<file path="src/rtl/fifo_pkg.sv">
// fifo_pkg: shared width, FSM state encodings and error bit indices for the FIFO read side
package fifo_pkg;
   localparam int WIDTH = 16;
   typedef enum logic [1:0] {IDLE = 2'd0, RUN = 2'd1, DRAIN = 2'd2} state_t;
   localparam int ERR_UNDER = 0;
   localparam int ERR_OVER = 1;
endpackage

</file>
<file path="src/rtl/drain_buf.sv">
// drain_buf: circular output buffer with push/pop and occupancy; head reads as zero when empty
module drain_buf #(
   parameter int W = 16,
   parameter int DEPTH = 2,
   localparam int AW = DEPTH > 1 ? $clog2(DEPTH) : 1,
   localparam int OW = $clog2(DEPTH + 1)
) (
   input  logic          clk,
   input  logic          rst,
   input  logic          push,
   input  logic [W-1:0]  din,
   input  logic          pop,
   output logic [W-1:0]  dout,
   output logic [OW-1:0] occ
);
   logic [W-1:0] mem [DEPTH];
   logic [AW-1:0] wp, rp;
   assign dout = occ == '0 ? '0 : mem[rp];
   // storage write at the tail
   always_ff @(posedge clk)
      if (push) mem[wp] <= din;
   // pointers wrap at DEPTH; push and pop together leave occupancy unchanged
   always_ff @(posedge clk)
      if (rst) begin
         wp <= '0;
         rp <= '0;
         occ <= '0;
      end else begin
         if (push) wp <= wp == AW'(DEPTH - 1) ? '0 : wp + 1'b1;
         if (pop) rp <= rp == AW'(DEPTH - 1) ? '0 : rp + 1'b1;
         occ <= occ + OW'(push) - OW'(pop);
      end
endmodule

</file>
<file path="src/rtl/fifo_drain.sv">
// fifo_drain: credit-based FIFO read master feeding a valid/ready stream; optional burst mode via DRAIN_BURST_EN
module fifo_drain
   import fifo_pkg::*;
#(
   parameter int WIDTH = fifo_pkg::WIDTH,
   parameter int RD_LAT = 1,
   parameter int BUF_DEPTH = 2,
   parameter int CNT_W = 16,
   parameter int TIMEOUT = 64
) (
   input  logic             clk,
   input  logic             rst,
   input  logic             enable,
   output logic             fifo_rd,
   input  logic [WIDTH-1:0] fifo_dout,
   input  logic             fifo_valid,
   input  logic             fifo_empty,
   input  logic             fifo_almostfull,
   input  logic             fifo_under,
   input  logic             fifo_over,
   output logic [WIDTH-1:0] m_data,
   output logic             m_valid,
   input  logic             m_ready,
   output logic             busy,
   output logic [CNT_W-1:0] word_cnt,
   output logic [1:0]       err
);
   localparam int OW = $clog2(BUF_DEPTH + 1);
   state_t state, nxt;
   logic [RD_LAT-1:0] sr;
   logic [OW-1:0] occ;
   logic pop, push, allow, credit;
   assign m_valid = occ != '0;
   assign pop = m_valid && m_ready;
   assign push = fifo_valid && sr[RD_LAT-1];
   assign credit = int'(occ) - int'(pop) + $countones(sr) + 1 <= BUF_DEPTH;
   assign fifo_rd = state == RUN && !fifo_empty && allow && credit;
   assign busy = state != IDLE;
`ifdef DRAIN_BURST_EN
   localparam int TW = $clog2(TIMEOUT + 1);
   logic burst;
   logic [TW-1:0] tmr;
   assign allow = burst || fifo_almostfull || tmr == TW'(TIMEOUT - 1);
   // WAIT sub-state timer: burst starts on almostfull or timeout, ends when the FIFO empties
   always_ff @(posedge clk)
      if (rst || state != RUN) begin
         burst <= 1'b0;
         tmr <= '0;
      end else if (burst && fifo_empty) begin
         burst <= 1'b0;
         tmr <= '0;
      end else if (!burst && !fifo_empty) begin
         if (allow) burst <= 1'b1;
         else tmr <= tmr + 1'b1;
      end
`else
   logic unused_af;
   localparam int unused_timeout = TIMEOUT;
   assign unused_af = fifo_almostfull;
   assign allow = 1'b1;
`endif
   drain_buf #(.W(WIDTH), .DEPTH(BUF_DEPTH)) u_buf (
      .clk(clk), .rst(rst), .push(push), .din(fifo_dout), .pop(pop), .dout(m_data), .occ(occ)
   );
   // next state: DRAIN waits for in-flight reads and buffered words before idling
   always_comb begin
      nxt = state;
      nxt = state == IDLE ? (enable ? RUN : IDLE)
          : state == RUN  ? (enable ? RUN : DRAIN)
          : enable ? RUN : (sr == '0 && occ == '0 ? IDLE : DRAIN);
   end
   // state, in-flight read pipeline, transfer count and sticky errors
   always_ff @(posedge clk)
      if (rst) begin
         state <= IDLE;
         sr <= '0;
         word_cnt <= '0;
         err <= '0;
      end else begin
         state <= nxt;
         sr[0] <= fifo_rd;
         for (int i = 1; i < RD_LAT; i++) sr[i] <= sr[i-1];
         word_cnt <= word_cnt + CNT_W'(pop);
         if (fifo_under) err[ERR_UNDER] <= 1'b1;
         if (fifo_over) err[ERR_OVER] <= 1'b1;
      end
endmodule

</file>
<file path="config.mk">
export PLATFORM = sky130hd
export DESIGN_NAME = fifo_drain
export DESIGN_NICKNAME = d
export VERILOG_FILES = /design/src/rtl/fifo_pkg.sv /design/src/rtl/drain_buf.sv /design/src/rtl/fifo_drain.sv
export SDC_FILE = /design/constraint.sdc
export NUM_CORES = 1
export LEC_CHECK = 0
export ABC_AREA = 0
export BUFFER_PORTS_ARGS = -buffer_cell sky130_fd_sc_hd__buf_2
export CAP_MARGIN = 25
export CORE_AREA = 8 8 82 84
export CTS_BUF_LIST = sky130_fd_sc_hd__clkbuf_4
export DETAILED_ROUTE_END_ITERATION = 8
export DIE_AREA = 0 0 90 92
export PLACE_DENSITY = 0.69
export RECOVER_POWER = 50
export SETUP_SLACK_MARGIN = 0.02
export SYNTH_ARGS = -nofsm -noshare
export SYNTH_HDL_FRONTEND = slang
export SYNTH_SLANG_ARGS = --single-unit
</file>
<file path="constraint.sdc">
create_clock -name clk -period 10.51 [get_ports clk]
set_clock_uncertainty 0.1 [all_clocks]
set_input_delay 3.153 -clock clk [delete_from_list [all_inputs] [get_ports clk]]
set_output_delay 3.153 -clock clk [all_outputs]
set_load 0.005 [all_outputs]
</file>
Yosys cells after proc, flatten, opt, wreduce, memory -nomap -nowiden
Memories as Yosys holds them, arrays and structs flattened. A register that Yosys moved wholly into a read port is not among the register bits.
Index checks and enable logic that the tools add are counted.
- memories: 1
- register bits after elaboration: 25
- output and inout bits: 37
- latch bits: 0
- memory bits (read-only): 0
- RAM bits: 32
- logic and storage cells: 43
- memories (memory ; words ; bits a word ; read ports ; clocked after memory_dff ; wr ports ; line ; source):
    u_buf.mem ; 2 ; 16 ; 1 ; 1 ; 1 ; drain_buf.sv:16 ; logic [W-1:0] mem [DEPTH];
- $add $sub $neg: 8
- divide/modulo/power cells: 0
- reduce and logical (&&, ||, !) cells: 10
- multipliers: 0
- order comparisons: 1
- muxes and demuxes: 13
- bitwise logic cells: 1
- shifts and indexed selects: 0
- eq/ne operators: 1
- operators with widths (cell ; count):
    16-bit by 1-bit adder with 16-bit output ; 1
    16-bit two-way mux ; 1
    2-bit two-way mux ; 5
    1-bit two-way mux ; 7
    4-bit by 2-bit adder with 5-bit output, second input constant ; 1
    5-bit by 3-bit less-or-equal comparator with 1-bit output, second input constant ; 1
    1-bit logical AND ; 5
    3-bit by 2-bit adder with 4-bit output ; 1
    2-bit logical NOT ; 2
    2-bit nonzero test ; 2
    2-bit by 1-bit subtractor with 3-bit output ; 1
    1-bit adder, second input constant ; 2
    2-bit by 1-bit adder with 2-bit output ; 1
    2-bit by 1-bit equality test with 1-bit output, second input constant ; 1
    2-bit by 1-bit subtractor with 2-bit output ; 1
    1-bit logical NOT ; 1
    1-bit inverter ; 1

Depth between registers and ports, before layout
- word-level depth: 7
- mapped depth: 13
- gate-level depth less buffers: 13

By module
From an unflattened synthesis, not the netlist that was laid out.
- cell total of the unflattened synthesis: 203
- area, all modules: 2459.9 um^2
- modules (own cells, without submodules) (module ; cells each ; times used ; area each (um^2) ; seq. area each (um^2)):
    drain_buf ; 87 ; 1 ; 1415.1 ; 1061.0
    fifo_drain ; 116 ; 1 ; 1044.8 ; 420.4

Worst setup path after synthesis
Ideal clock, no wire load.
- kind: input to output
- start point: in m_ready
- end point: out fifo_rd
- required time: 7.257 ns
- arrival time: 4.945 ns
- setup slack: 2.312 ns
- path buffers: 0
- stages on the path: 12
- cell sequence: inv_1 > nor3_1 > a21o_1 > inv_1 > ha_1 > inv_1 > ha_1 > inv_1 > ha_1 > and4b_1 > a21oi_1 > nor4b_1
- cells in the longest elaborated chain, start to end: 6
- RTL lines (item ; line ; source):
    start, declared ; fifo_drain.sv:23 ; input logic m_ready,
    1-bit logical AND ; fifo_drain.sv:34 ; assign pop = m_valid && m_ready;
    2-bit by 1-bit subtractor with 3-bit output ; fifo_drain.sv:36 ; assign credit = int'(occ) - int'(pop) + $countones(sr) + 1 <= BUF_DEPTH;
    3-bit by 2-bit adder with 4-bit output ; fifo_drain.sv:36 ;
    4-bit by 2-bit adder with 5-bit output ; fifo_drain.sv:36 ;
    5-bit by 3-bit less-or-equal comparator with 1-bit output ; fifo_drain.sv:36 ;
    1-bit logical AND ; fifo_drain.sv:37 ; assign fifo_rd = state == RUN && !fifo_empty && allow && credit;
    end, declared ; fifo_drain.sv:14 ; output logic fifo_rd,
Every way passes these cells.

Worst setup path after layout
Same ends and word-level chain as after synthesis.

==> results.txt <==
Total CTS buffers - 9
Commonest non-fill, non-tap cell in the layout - buf_2
Die Y - 92 µm
WHS - 377 ps
CTS Root Buffer Type - clkbuf_4
Share of layout cells above drive strength 1 - 0.256
Crit-path max cell delay - 400 ps
Cell Count Post-Placement - 329
1st-iter DRT viols - 46
Crit Path Max Fanout - 3
H-Tree Depth - 3
Startpoint type of the worst setup path - primary input
Final hold vios - 0
MaxCap Viol Count - 0
Fin crit share - 0.817
Post-Syn Instances - 201
Syn avg cell area - 11.9 µm²
Synth warn - 0
TNS Setup - 0 ps
Tot GR Track Use - 0.117
Yosys reg bits - 58
Post-route ant nets - 0
Skew-Pair Late Insertion Delay - 380 ps
Most frequent cells in the layout - buf_2, nor2_1, edfxtp_1, dfxtp_1, mux2i_1
Fin area - 2860 µm²
I/O pin count - 62
Vias in the first global route - 1674
CP required - 7260 ps
Period minus WS final - 8590 ps
RSZ-0062 raised after global routing - no
Synthesized net count - 233
Die ar. - 8280 µm²
P_leak - 1.19 nW
Avg WL per Cell - 13.3 µm
Endpoints failing setup - 0
Finished Layout Cells - 345
PD cells - 133 nW/µm²
Outcome - completed
PnR worst setup slack - 1920 ps
Seq/Total Area, Yosys - 0.620
Max VDD drop - 0.0000518 V
Detailed Place HPWL - 3270 µm
Drt first pass iters - 4
Final Wtd Congestion - 0.744
Fill cell count - 497
Core Area - 5410 µm²
CTS Sinks - 58
Routed wire length - 4590 µm
Cts hold-fix bufs - 0
Vias - 1631
Top_reg_cell synth - edfxtp_1
Layout area overhead - 19.7%
Antenna diode count - 0
Slowest-stage cell, CP - nor3_1
Width of the die - 90 µm
Port Buf Inserts - 60
Initial Utilization - 0.442
Vias per cell - 4.73
Total placed instance area - 2770 µm²
Rows - 27
First-pass GRT wire length - 7690 µm
Slew Limit Fails - 0
Final nets - 300
Post-route DRC violation count - 0
Post-Syn Area - 2390 µm²
Pre-CTS setup slack - 1910 ps
EDFF count, synth - 32
Max Buffers Root-to-Sink - 2
Met3 usage - 0.0522
Headroom to the max-slew limit - 0.226
Yosys cell types - 34
Gr ovfl total - 0
Initial antenna violation count - 0
Setup Fix Bufs, Post-CTS - 0
GR Util met1 - 0.129
FFs w/ async S/R, synth - 0
Crit path top cell by count - inv_1
Largest net degree at the start of global routing - 28
GRT busiest layer - met2
WS Path Type - in2out
Post-cts resize count - 0
CTS tree - built
Hold Path Class - reg2reg
Crit-path cells - buf_2, inv_1, nor3_1, a21o_1, inv_1, ha_1, inv_1, ha_1, inv_1, ha_1, and4b_1, a21oi_1, nor4b_1, buf_2
Clk slew on worst S/H paths - 90 ps
Worst-margin pin slew - 1160 ps
Fmax achieved - 0.116 GHz
Critical path arrival - 5330 ps
CP Capture Type - primary output
M2 GR Usage - 0.182
[where the power goes]
group	leakage (nW)	total, mW	switching [mW]	internal (mW)
sequential	0.499	0.242	0.00122	0.241
combinational	0.628	0.0130	0.00707	0.00597
clock	0.0631	0.126	0.0747	0.0509
[routing by layer]
metal / vias to the layer above / routed length (µm)
met5: - / 0
met4: 0 / 120
met3: 13 / 366
met2: 50 / 2030
met1: 734 / 2060
li1: 834 / -
[final cells by class]
| cell class | instances | area [µm²] | area share |
|---|---|---|---|
| sequential | 58 | 1480 | 0.518 |
| clock inverter | 5 | 21.3 | 0.00743 |
| timing repair buffer | 62 | 300 | 0.105 |
| inverter | 14 | 52.6 | 0.0184 |
| multi-input combinational | 123 | 833 | 0.291 |
| tap | 72 | 90.1 | 0.0315 |
| clock buffer | 11 | 82.6 | 0.0289 |
[critical path, delay by kind of cell]
kind / cells / cell delay [ps]
AND/OR/NAND/NOR: 3 / 870
adder cells (fa/ha/maj): 3 / 600
buffers and inverters: 6 / 500
AO/OA/AOI/OAI: 2 / 220
[kinds of logic after synthesis]
group	Yosys count	synth area share
adder cells (fa/ha/maj)	7	0.0398
AND/OR/NAND/NOR	76	0.161
XOR/XNOR	15	0.0549
AO/OA/AOI/OAI	8	0.0209
multiplexers	17	0.0717
flip-flops	58	0.620
buffers and inverters	20	0.0319
[worst paths after layout]
path | start | end | slack, ps | cells past startpoint
hold / removal | err[1] | err[1] | 380 | 2
setup / recovery | m_ready | fifo_rd | 1920 | 14
hold reg to reg | err[1] | err[1] | 380 | 2
setup reg to reg | u_buf.occ[1] | sr | 7910 | 13
[flip-flops by register name, summed over array words and instances (netlist names), named ones only]
signal	cells
err	2
sr	1
state	2
u_buf.mem	32
u_buf.occ	2
u_buf.rp	1
u_buf.wp	1
word_cnt	16
[metrics by stage]
stage	total power [mW]	utilization
3_3_place_gp	0.261	0.513
4_1_cts	0.387	0.532
6_report	0.381	0.529
3_5_place_dp	0.261	0.513
2_1_floorplan	0.253	-
5_1_grt	0.397	0.529
[synth_stat cells (2+ instances only)]
cell	number	area, µm²
mux2i_1	16	160
buf_1	2	7.51
nor2_1	40	150
nand2_1	8	30.0
dfxtp_1	26	521
nand4_1	4	25.0
inv_1	14	52.6
a21oi_1	3	15.0
edfxtp_1	32	961
nor2b_1	5	31.3
ha_1	6	75.1
nor3_1	4	20.0
xor2_1	7	61.3
clkbuf_1	3	11.3
xnor2_1	8	70.1
nor4_1	3	18.8
nand3_1	3	15.0
Power figures use the tool's default switching activity.
